## src/rtl/imm_gen_stage.sv

```systemverilog
// Immediate-generation pipeline stage: decodes the RV immediate on the input side,
// then holds it in a 2-entry (output + skid) buffer. Optional macro: IMMGEN_CSR_EN.
module imm_gen_stage #(
    parameter int XLEN  = 64,
    parameter int TAG_W = 5,
    parameter int CNT_W = 16
) (
    input  logic             clk,
    input  logic             rst,
    input  logic             in_valid,
    output logic             in_ready,
    input  logic [31:0]      in_instr,
    input  logic [TAG_W-1:0] in_tag,
    output logic             out_valid,
    input  logic             out_ready,
    output logic [XLEN-1:0]  out_imm,
    output logic [2:0]       out_type,
    output logic             out_illegal,
    output logic [TAG_W-1:0] out_tag,
    output logic [CNT_W-1:0] illegal_cnt
);

    localparam logic [2:0] TY_I    = 3'd0;
    localparam logic [2:0] TY_S    = 3'd1;
    localparam logic [2:0] TY_B    = 3'd2;
    localparam logic [2:0] TY_U    = 3'd3;
    localparam logic [2:0] TY_J    = 3'd4;
    localparam logic [2:0] TY_NONE = 3'd5;
    localparam logic [2:0] TY_Z    = 3'd6;
    localparam bit         IS_RV64 = (XLEN == 32'd64);

    logic [31:0]      dec_imm32_s;
    logic [XLEN-1:0]  dec_imm_s;
    logic [2:0]       dec_type_s;
    logic             dec_ill_s;
    logic             accept_s;
    logic             handoff_s;

    logic             out_valid_q, out_valid_d;
    logic [XLEN-1:0]  out_imm_q, out_imm_d;
    logic [2:0]       out_type_q, out_type_d;
    logic             out_illegal_q, out_illegal_d;
    logic [TAG_W-1:0] out_tag_q, out_tag_d;
    logic             skid_valid_q, skid_valid_d;
    logic [XLEN-1:0]  skid_imm_q, skid_imm_d;
    logic [2:0]       skid_type_q, skid_type_d;
    logic             skid_illegal_q, skid_illegal_d;
    logic [TAG_W-1:0] skid_tag_q, skid_tag_d;
    logic [CNT_W-1:0] illegal_cnt_q, illegal_cnt_d;

    // Input-side decode: every format is first built as a 32-bit value, then sign-extended.
    always_comb begin
        dec_imm32_s = 32'd0;
        dec_type_s  = TY_NONE;
        dec_ill_s   = 1'b0;
        if (in_instr[1:0] != 2'b11) begin
            dec_ill_s = 1'b1;
        end else begin
            case (in_instr[6:0])
                7'b0000011, 7'b0010011, 7'b1100111: begin
                    dec_type_s  = TY_I;
                    dec_imm32_s = {{20{in_instr[31]}}, in_instr[31:20]};
                end
                7'b0011011: begin
                    if (IS_RV64) begin
                        dec_type_s  = TY_I;
                        dec_imm32_s = {{20{in_instr[31]}}, in_instr[31:20]};
                    end else begin
                        dec_ill_s = 1'b1;
                    end
                end
                7'b0100011: begin
                    dec_type_s  = TY_S;
                    dec_imm32_s = {{20{in_instr[31]}}, in_instr[31:25], in_instr[11:7]};
                end
                7'b1100011: begin
                    dec_type_s  = TY_B;
                    dec_imm32_s = {{20{in_instr[31]}}, in_instr[7], in_instr[30:25],
                                   in_instr[11:8], 1'b0};
                end
                7'b1101111: begin
                    dec_type_s  = TY_J;
                    dec_imm32_s = {{12{in_instr[31]}}, in_instr[19:12], in_instr[20],
                                   in_instr[30:21], 1'b0};
                end
                7'b0110111, 7'b0010111: begin
                    dec_type_s  = TY_U;
                    dec_imm32_s = {in_instr[31:12], 12'd0};
                end
                7'b0110011, 7'b0001111: begin
                    dec_type_s = TY_NONE;
                end
                7'b0111011: begin
                    if (IS_RV64) begin
                        dec_type_s = TY_NONE;
                    end else begin
                        dec_ill_s = 1'b1;
                    end
                end
                7'b1110011: begin
`ifdef IMMGEN_CSR_EN
                    if (in_instr[14]) begin
                        dec_type_s  = TY_Z;
                        dec_imm32_s = {27'd0, in_instr[19:15]};
                    end else begin
                        dec_type_s = TY_NONE;
                    end
`else
                    dec_type_s = TY_NONE;
`endif
                end
                default: begin
                    dec_ill_s = 1'b1;
                end
            endcase
        end
        // Zimm has bit 31 clear, so sign extension leaves it zero-extended.
        dec_imm_s = XLEN'($signed(dec_imm32_s));
    end

    assign accept_s  = in_valid & ~skid_valid_q;
    assign handoff_s = out_valid_q & out_ready;

    // Next-state for the output register, skid entry and illegal counter.
    always_comb begin
        out_valid_d    = out_valid_q;
        out_imm_d      = out_imm_q;
        out_type_d     = out_type_q;
        out_illegal_d  = out_illegal_q;
        out_tag_d      = out_tag_q;
        skid_valid_d   = skid_valid_q;
        skid_imm_d     = skid_imm_q;
        skid_type_d    = skid_type_q;
        skid_illegal_d = skid_illegal_q;
        skid_tag_d     = skid_tag_q;
        illegal_cnt_d  = illegal_cnt_q;

        if (!out_valid_q || out_ready) begin
            if (skid_valid_q) begin
                out_valid_d   = 1'b1;
                out_imm_d     = skid_imm_q;
                out_type_d    = skid_type_q;
                out_illegal_d = skid_illegal_q;
                out_tag_d     = skid_tag_q;
                skid_valid_d  = 1'b0;
            end else if (accept_s) begin
                out_valid_d   = 1'b1;
                out_imm_d     = dec_imm_s;
                out_type_d    = dec_type_s;
                out_illegal_d = dec_ill_s;
                out_tag_d     = in_tag;
            end else begin
                out_valid_d = 1'b0;
            end
        end else begin
            // Output is stalled: a newly accepted entry parks in the skid slot.
            if (accept_s) begin
                skid_valid_d   = 1'b1;
                skid_imm_d     = dec_imm_s;
                skid_type_d    = dec_type_s;
                skid_illegal_d = dec_ill_s;
                skid_tag_d     = in_tag;
            end else begin
                skid_valid_d = skid_valid_q;
            end
        end

        if (handoff_s && out_illegal_q && (illegal_cnt_q != {CNT_W{1'b1}})) begin
            illegal_cnt_d = illegal_cnt_q + {{(CNT_W-1){1'b0}}, 1'b1};
        end else begin
            illegal_cnt_d = illegal_cnt_q;
        end
    end

    // State registers with synchronous reset.
    always_ff @(posedge clk) begin
        if (rst) begin
            out_valid_q    <= 1'b0;
            out_imm_q      <= {XLEN{1'b0}};
            out_type_q     <= TY_NONE;
            out_illegal_q  <= 1'b0;
            out_tag_q      <= {TAG_W{1'b0}};
            skid_valid_q   <= 1'b0;
            skid_imm_q     <= {XLEN{1'b0}};
            skid_type_q    <= TY_NONE;
            skid_illegal_q <= 1'b0;
            skid_tag_q     <= {TAG_W{1'b0}};
            illegal_cnt_q  <= {CNT_W{1'b0}};
        end else begin
            out_valid_q    <= out_valid_d;
            out_imm_q      <= out_imm_d;
            out_type_q     <= out_type_d;
            out_illegal_q  <= out_illegal_d;
            out_tag_q      <= out_tag_d;
            skid_valid_q   <= skid_valid_d;
            skid_imm_q     <= skid_imm_d;
            skid_type_q    <= skid_type_d;
            skid_illegal_q <= skid_illegal_d;
            skid_tag_q     <= skid_tag_d;
            illegal_cnt_q  <= illegal_cnt_d;
        end
    end

    assign in_ready    = ~skid_valid_q;
    assign out_valid   = out_valid_q;
    assign out_imm     = out_imm_q;
    assign out_type    = out_type_q;
    assign out_illegal = out_illegal_q;
    assign out_tag     = out_tag_q;
    assign illegal_cnt = illegal_cnt_q;

endmodule

```

## config.mk

```make
export PLATFORM = sky130hd
export DESIGN_NAME = imm_gen_stage
export DESIGN_NICKNAME = d
export VERILOG_FILES = /design/src/rtl/imm_gen_stage.sv
export SDC_FILE = /design/constraint.sdc
export NUM_CORES = 1
export LEC_CHECK = 0
export ABC_AREA = 0
export BUFFER_PORTS_ARGS = -buffer_cell sky130_fd_sc_hd__buf_2
export CORE_MARGIN = 10
export CORE_UTILIZATION = 45
export CTS_CLUSTER_DIAMETER = 100
export CTS_CLUSTER_SIZE = 14
export DETAILED_ROUTE_END_ITERATION = 8
export GPL_TIMING_DRIVEN = 0
export PLACE_DENSITY_LB_ADDON = 0.25
export SKIP_CTS_REPAIR_TIMING = 1
export SLEW_MARGIN = 15
export SYNTH_ARGS = -nofsm -noshare
export SYNTH_HDL_FRONTEND = slang
export SYNTH_SLANG_ARGS = --single-unit
```

## constraint.sdc

```tcl
create_clock -name clk -period 2.5 [get_ports clk]
set_input_delay 0.5 -clock clk [delete_from_list [all_inputs] [get_ports clk]]
set_output_delay 0.5 -clock clk [all_outputs]
set_load 0.05 [all_outputs]
```

==> results.sh, run 1 <==
export IMPL_vias_per_cell=5.73
export IMPL_route_detailed_drc=0
export IMPL_multi_input_area_um2=2610
export IMPL_hold_ws_ps=399
export IMPL_cts_sink_count=100
export IMPL_hold_violations=0
export IMPL_worstSkewPairLatency_ps=350
export IMPL_min_from="in_tag[1]"
export IMPL_synth_flop_cell="dfxtp_1"
export IMPL_netlist_instances=608
export IMPL_seq_area_frac_synth=0.391
export IMPL_nNetsFinal=791
export IMPL_clkSlewWorstSetupHoldPaths_ps=70
export IMPL_crit_fanout=10
export IMPL_async_reset_ff_frac=0
export IMPL_final_util=0.570
export IMPL_crit_type="in -> reg"
export IMPL_core_area_um2=11000
export IMPL_cts_tree="built"
export IMPL_regArea_um2=2000
export IMPL_final_common_cell="buf_2"
export IMPL_clockBufferDepth=2
export IMPL_gr_usage_all_layers=0.189
export IMPL_cts_buffers_inserted=9
export IMPL_finClkSkew_ps=5.61
export IMPL_area_growth_syn_to_layout_pct=22.4
export IMPL_p_per_area_nw_per_um2=599
export IMPL_drt_total_wl_mm=15.7
export IMPL_rr_startpoint="out_valid"
export IMPL_endpoint_kind="register"
export IMPL_r2r_end="skid_imm_q[10]"
export IMPL_ir_drop_uv=380
export IMPL_fill_cells=1002
export IMPL_die_h_um=127
export IMPL_dieArea_um2=16000
export IMPL_syn_area_um2=5110
export IMPL_ant_nets=0
export IMPL_overflow=0
export IMPL_timing_final_crit_share=0.903
export IMPL_slew_headroom=0.309
export IMPL_grt_first_pass_wirelength_mm=25.4
export IMPL_slew_violations=0
export IMPL_hold_class="in -> reg"
export IMPL_finalWorstSetupSlack_ps=243
export IMPL_synth_edff_count=0
export IMPL_dr_pass1_iters=4
export IMPL_dp_slack_ps=-46.9
export IMPL_antenna_found_initial=0
export IMPL_setup_tns_ps=0
export IMPL_ys_ff_latch=100
export IMPL_reg2regPathDepth=6
export IMPL_finalNonFillerCells=894
export IMPL_cp_start_kind="primary input"
export IMPL_drt_wirelength_per_cell_um=17.6
export IMPL_synthDistinctLibCells=61
export IMPL_io_buffer_count=130
export IMPL_rows=38
export IMPL_whs_path_depth=3
export IMPL_rsz0062_at_grt="false"
export IMPL_place_inst=878
export IMPL_cp_data_required_time_ps=2680
export IMPL_period_needed_ps=2260
export IMPL_final_layout_size_suffix_gt1_frac=0.293
export IMPL_cellLeakagePower_nw=2.51
export IMPL_drv_cap=0
export IMPL_start_util=0.466
export IMPL_status="finished, final reports clean"
export IMPL_diodes=0
export IMPL_setup_viol=0
export IMPL_rrSetupSlack_ps=420
export IMPL_yosysWarnings=0
export IMPL_hpwl_mm=11.9
export IMPL_drt_iter0_markers=570
export IMPL_max_freq_mhz=443
export IMPL_grt_start_max_net_pins=35
export IMPL_tightestPinTransition_ps=1030
export IMPL_mostFrequentLayoutCells="141 x buf_2, 99 x dfxtp_1, 73 x nor2_1"
export IMPL_crit_arrival_ps=2430
export IMPL_ios=132
export IMPL_syn_num_nets=650
export IMPL_die_w_um=127
export IMPL_holdPathEnd="skid_tag_q[1]"
export IMPL_avgSynthCellArea_um2=8.41
export IMPL_vias=5127
export IMPL_htreeDepth=3
export IMPL_cts_root_buffer="clkbuf_16"
export IMPL_gp_congestion=0.894
export IMPL_grt_pass1_vias=4932
## routing by layer
layer	part of all wire	global-route usage	routed length, um
met1	0.44	0.249	6990
met2	0.46	0.301	7280
met3	0.083	0.0471	1310
met4	0.0092	0.0516	144
met5	0	0	0
## cell usage after synthesis (4+ instances only)
cell type,instances,area share
a221oi_2,8,0.023
nand4_1,4,0.0049
o32ai_1,5,0.0086
nor4_1,6,0.0073
inv_1,14,0.010
dfxtp_1,100,0.39
nand3_1,24,0.023
nand3b_1,5,0.0073
or3_1,6,0.0073
nand2_1,51,0.037
nor2b_1,7,0.0086
a221oi_1,13,0.022
o32ai_2,8,0.025
a2111oi_0,4,0.0069
mux2i_1,6,0.012
nor3_1,10,0.0098
o21ai_0,20,0.020
buf_4,33,0.048
nor2_1,73,0.054
a21oi_1,37,0.036
buf_2,11,0.011
a211oi_1,47,0.069
mux2_2,5,0.011
o31ai_1,5,0.0073
clkbuf_1,27,0.020
or4_1,5,0.0073
and3_1,10,0.012
buf_1,7,0.0051
nand2b_1,12,0.015
## cells by family (layout without fill, tap and decap cells)
family                   after synthesis  after routing  share of synthesized area
multiplexers                          11             11                     0.0228
AND/OR/NAND/NOR                      233            233                      0.228
buffers and inverters                 94            240                     0.0974
adder cells (fa/ha/maj)                1              1                    0.00245
AO/OA/AOI/OAI                        169            169                      0.258
flip-flops                           100            100                      0.391
## critical path: stages
cell       delay [ps]
buf_2             110
clkbuf_1          180
nor2b_1           390
a2111oi_1         170
nor3_1            860
a221oi_1          230
## where the power goes
part           internal (mW)  switching, mW  leakage [nW]  total (mW)
registers               1.65         0.0374         0.815        1.69
logic                  0.168          0.427          1.55       0.595
clock network          0.803          0.661         0.152        1.46
## worst max path at each step
stage / slack (ps) / cells after the start / from / end
after floorplan: 410 / 5 / illegal_cnt[0] / illegal_cnt[8]
after global placement: 50 / 6 / in_instr[4] / out_imm[15]
after detailed placement: -50 / 6 / in_instr[4] / out_imm[14]
after CTS: 100 / 2 / out_imm[62] / out_imm[45]
after global routing: 20 / 6 / in_instr[4] / out_imm[12]
final: 240 / 6 / in_instr[4] / out_imm[14]
## sequential cells by signal, summed over array words and instances, names as in the netlist
signal          cells
out_imm            32
skid_imm_q         32
illegal_cnt        16
out_tag             5
skid_tag_q          5
out_type            3
skid_type_q         3
out_illegal         1
out_valid           1
skid_illegal_q      1
skid_valid_q        1
## area by class of cell
type,instances,share of cell area
Clock inverter,7,0.0146
Clock buffer,9,0.0360
Tap cell,140,0.0280
Multi-Input combinational cell,414,0.418
Timing Repair Buffer,130,0.104
Inverter,15,0.00900
Sequential cell,100,0.320
Buffer,79,0.0706
## stage by stage
stage / power [mW] / instance area [um2]
after floorplan: 2.13 / 5110
after global placement: 2.30 / 5940
after detailed placement: 2.32 / 5940
after CTS: 3.77 / 6260
after global routing: 3.88 / 6260
final: 3.75 / 6260
Power figures use the tool's default switching activity.
==> run 2, diff against run 1 <==
--- a/config.mk
+++ b/config.mk
@@ -7,8 +7,10 @@
 export LEC_CHECK = 0
 export ABC_AREA = 0
 export BUFFER_PORTS_ARGS = -buffer_cell sky130_fd_sc_hd__buf_2
+export CELL_PAD_IN_SITES_DETAIL_PLACEMENT = 0
+export CELL_PAD_IN_SITES_GLOBAL_PLACEMENT = 2
 export CORE_MARGIN = 10
-export CORE_UTILIZATION = 45
+export CORE_UTILIZATION = 31
 export CTS_CLUSTER_DIAMETER = 100
 export CTS_CLUSTER_SIZE = 14
 export DETAILED_ROUTE_END_ITERATION = 8
==> results.sh, run 2 (synthesized netlist as in run 1, its figures left out) <==
export IMPL_place_inst=954
export IMPL_ant_nets=0
export IMPL_tightestPinTransition_ps=827
export IMPL_dpl_cell_area_um2=6030
export IMPL_p_total_mw=3.76
export IMPL_cp_start_kind="primary input"
export IMPL_drt_iter0_markers=254
export IMPL_crit_arrival_ps=2440
export IMPL_mostFrequentLayoutCells="141 x buf_2, 99 x dfxtp_1, 73 x nor2_1"
export IMPL_core_area_um2=16000
export IMPL_fin_area_um2=6350
export IMPL_die_h_um=148
export IMPL_drt_wirelength_per_cell_um=18.1
export IMPL_cts_root_buffer="clkbuf_16"
export IMPL_clockBufferDepth=2
export IMPL_cts_buffers_inserted=9
export IMPL_finalWorstSetupSlack_ps=316
export IMPL_die_w_um=148
export IMPL_grt_pass1_vias=5113
export IMPL_finClkSkew_ps=7.23
export IMPL_crit_type="in -> reg"
export IMPL_grt_first_pass_wirelength_mm=28.0
export IMPL_drt_total_wl_mm=17.6
export IMPL_vias_per_cell=5.19
export IMPL_clkSlewWorstSetupHoldPaths_ps=70
export IMPL_cp_data_required_time_ps=2760
export IMPL_timing_final_crit_share=0.874
export IMPL_antenna_found_initial=0
export IMPL_finalNonFillerCells=970
export IMPL_area_growth_syn_to_layout_pct=24.2
export IMPL_dieArea_um2=22000
export IMPL_dp_slack_ps=-127
export IMPL_vias=5035
export IMPL_overflow=0
export IMPL_io_buffer_count=130
export IMPL_htreeDepth=3
export IMPL_cts_tree="built"
export IMPL_gp_congestion=0.880
export IMPL_cellLeakagePower_nw=2.51
export IMPL_hold_violations=0
export IMPL_endpoint_kind="register"
export IMPL_hpwl_mm=13.4
export IMPL_drv_cap=0
export IMPL_crit_fanout=10
export IMPL_nNetsFinal=791
export IMPL_hold_class="in -> reg"
export IMPL_period_needed_ps=2180
export IMPL_rows=46
export IMPL_final_util=0.397
export IMPL_ir_drop_uv=341
export IMPL_slew_headroom=0.448
export IMPL_slew_violations=0
export IMPL_status="finished, final reports clean"
export IMPL_dr_pass1_iters=6
export IMPL_max_freq_mhz=458
export IMPL_grt_start_max_net_pins=35
export IMPL_cts_sink_count=100
export IMPL_hold_ws_ps=389
export IMPL_start_util=0.320
export IMPL_gr_usage_all_layers=0.158
export IMPL_setup_tns_ps=0
export IMPL_ios=132
export IMPL_rsz0062_at_grt="false"
export IMPL_final_layout_size_suffix_gt1_frac=0.294
export IMPL_p_per_area_nw_per_um2=591
export IMPL_setup_viol=0
export IMPL_final_common_cell="buf_2"
export IMPL_route_detailed_drc=0
export IMPL_diodes=0
export IMPL_worstSkewPairLatency_ps=360
==> run 2: cell types whose count changed in the layout (fill, tap and decap cells not counted) <==
| cell | previous run | this run |
|---|---|---|
| nor3_1 | 10 | 9 |
| nor3_2 | 1 | 2 |
| clkbuf_8 | 0 | 1 |
| inv_6 | 3 | 2 |
| clkinv_4 | 0 | 1 |
| clkinvlp_4 | 1 | 2 |
| inv_8 | 1 | 0 |
| clkinv_8 | 1 | 0 |
==> run 2: area by class of cell <==
type                            count  area [um2]
Inverter                           15        56.3
Buffer                             79         442
Tap cell                          216         270
Sequential cell                   100        2000
Clock inverter                      6        71.3
Clock buffer                       10         239
Multi-Input combinational cell    414        2620
Timing Repair Buffer              130         651
Fill cell                        1715        9650
==> run 2: per-layer routing <==
| layer | up-vias | track usage | share of wire | routed length, um |
|---|---|---|---|---|
| li1 | 2483 | - | - | - |
| met1 | 2358 | 0.193 | 0.44 | 7650 |
| met2 | 173 | 0.267 | 0.49 | 8520 |
| met3 | 21 | 0.0382 | 0.063 | 1110 |
| met4 | 0 | 0.0505 | 0.016 | 274 |
| met5 | - | 0 | 0 | 0 |
==> run 2: worst max-delay path, stage by stage <==
cell and delay [ps]:
buf_2 90, clkbuf_1 270, nor2b_1 190, a2111oi_1 750, nor2_1 340, a211oi_1 300
==> run 2: path summary, 6_finish.rpt <==
| check | startpoint | end | slack [ps] | cells past startpoint |
|---|---|---|---|---|
| min reg2reg | skid_imm_q[10] | skid_imm_q[10] | 460 | 2 |
| min | in_tag[1] | skid_tag_q[1] | 390 | 3 |
| max reg2reg | skid_valid_q | out_imm[7] | 330 | 6 |
| max | in_instr[4] | skid_imm_q[18] | 320 | 6 |
==> run 2: power breakdown <==
part / internal (mW) / leakage (nW) / switching, mW / total, mW
registers: 1.65 / 0.815 / 0.0364 / 1.69
clock network: 0.813 / 0.146 / 0.652 / 1.46
logic: 0.168 / 1.55 / 0.435 / 0.603
total: 2.63 / 2.51 / 1.12 / 3.76
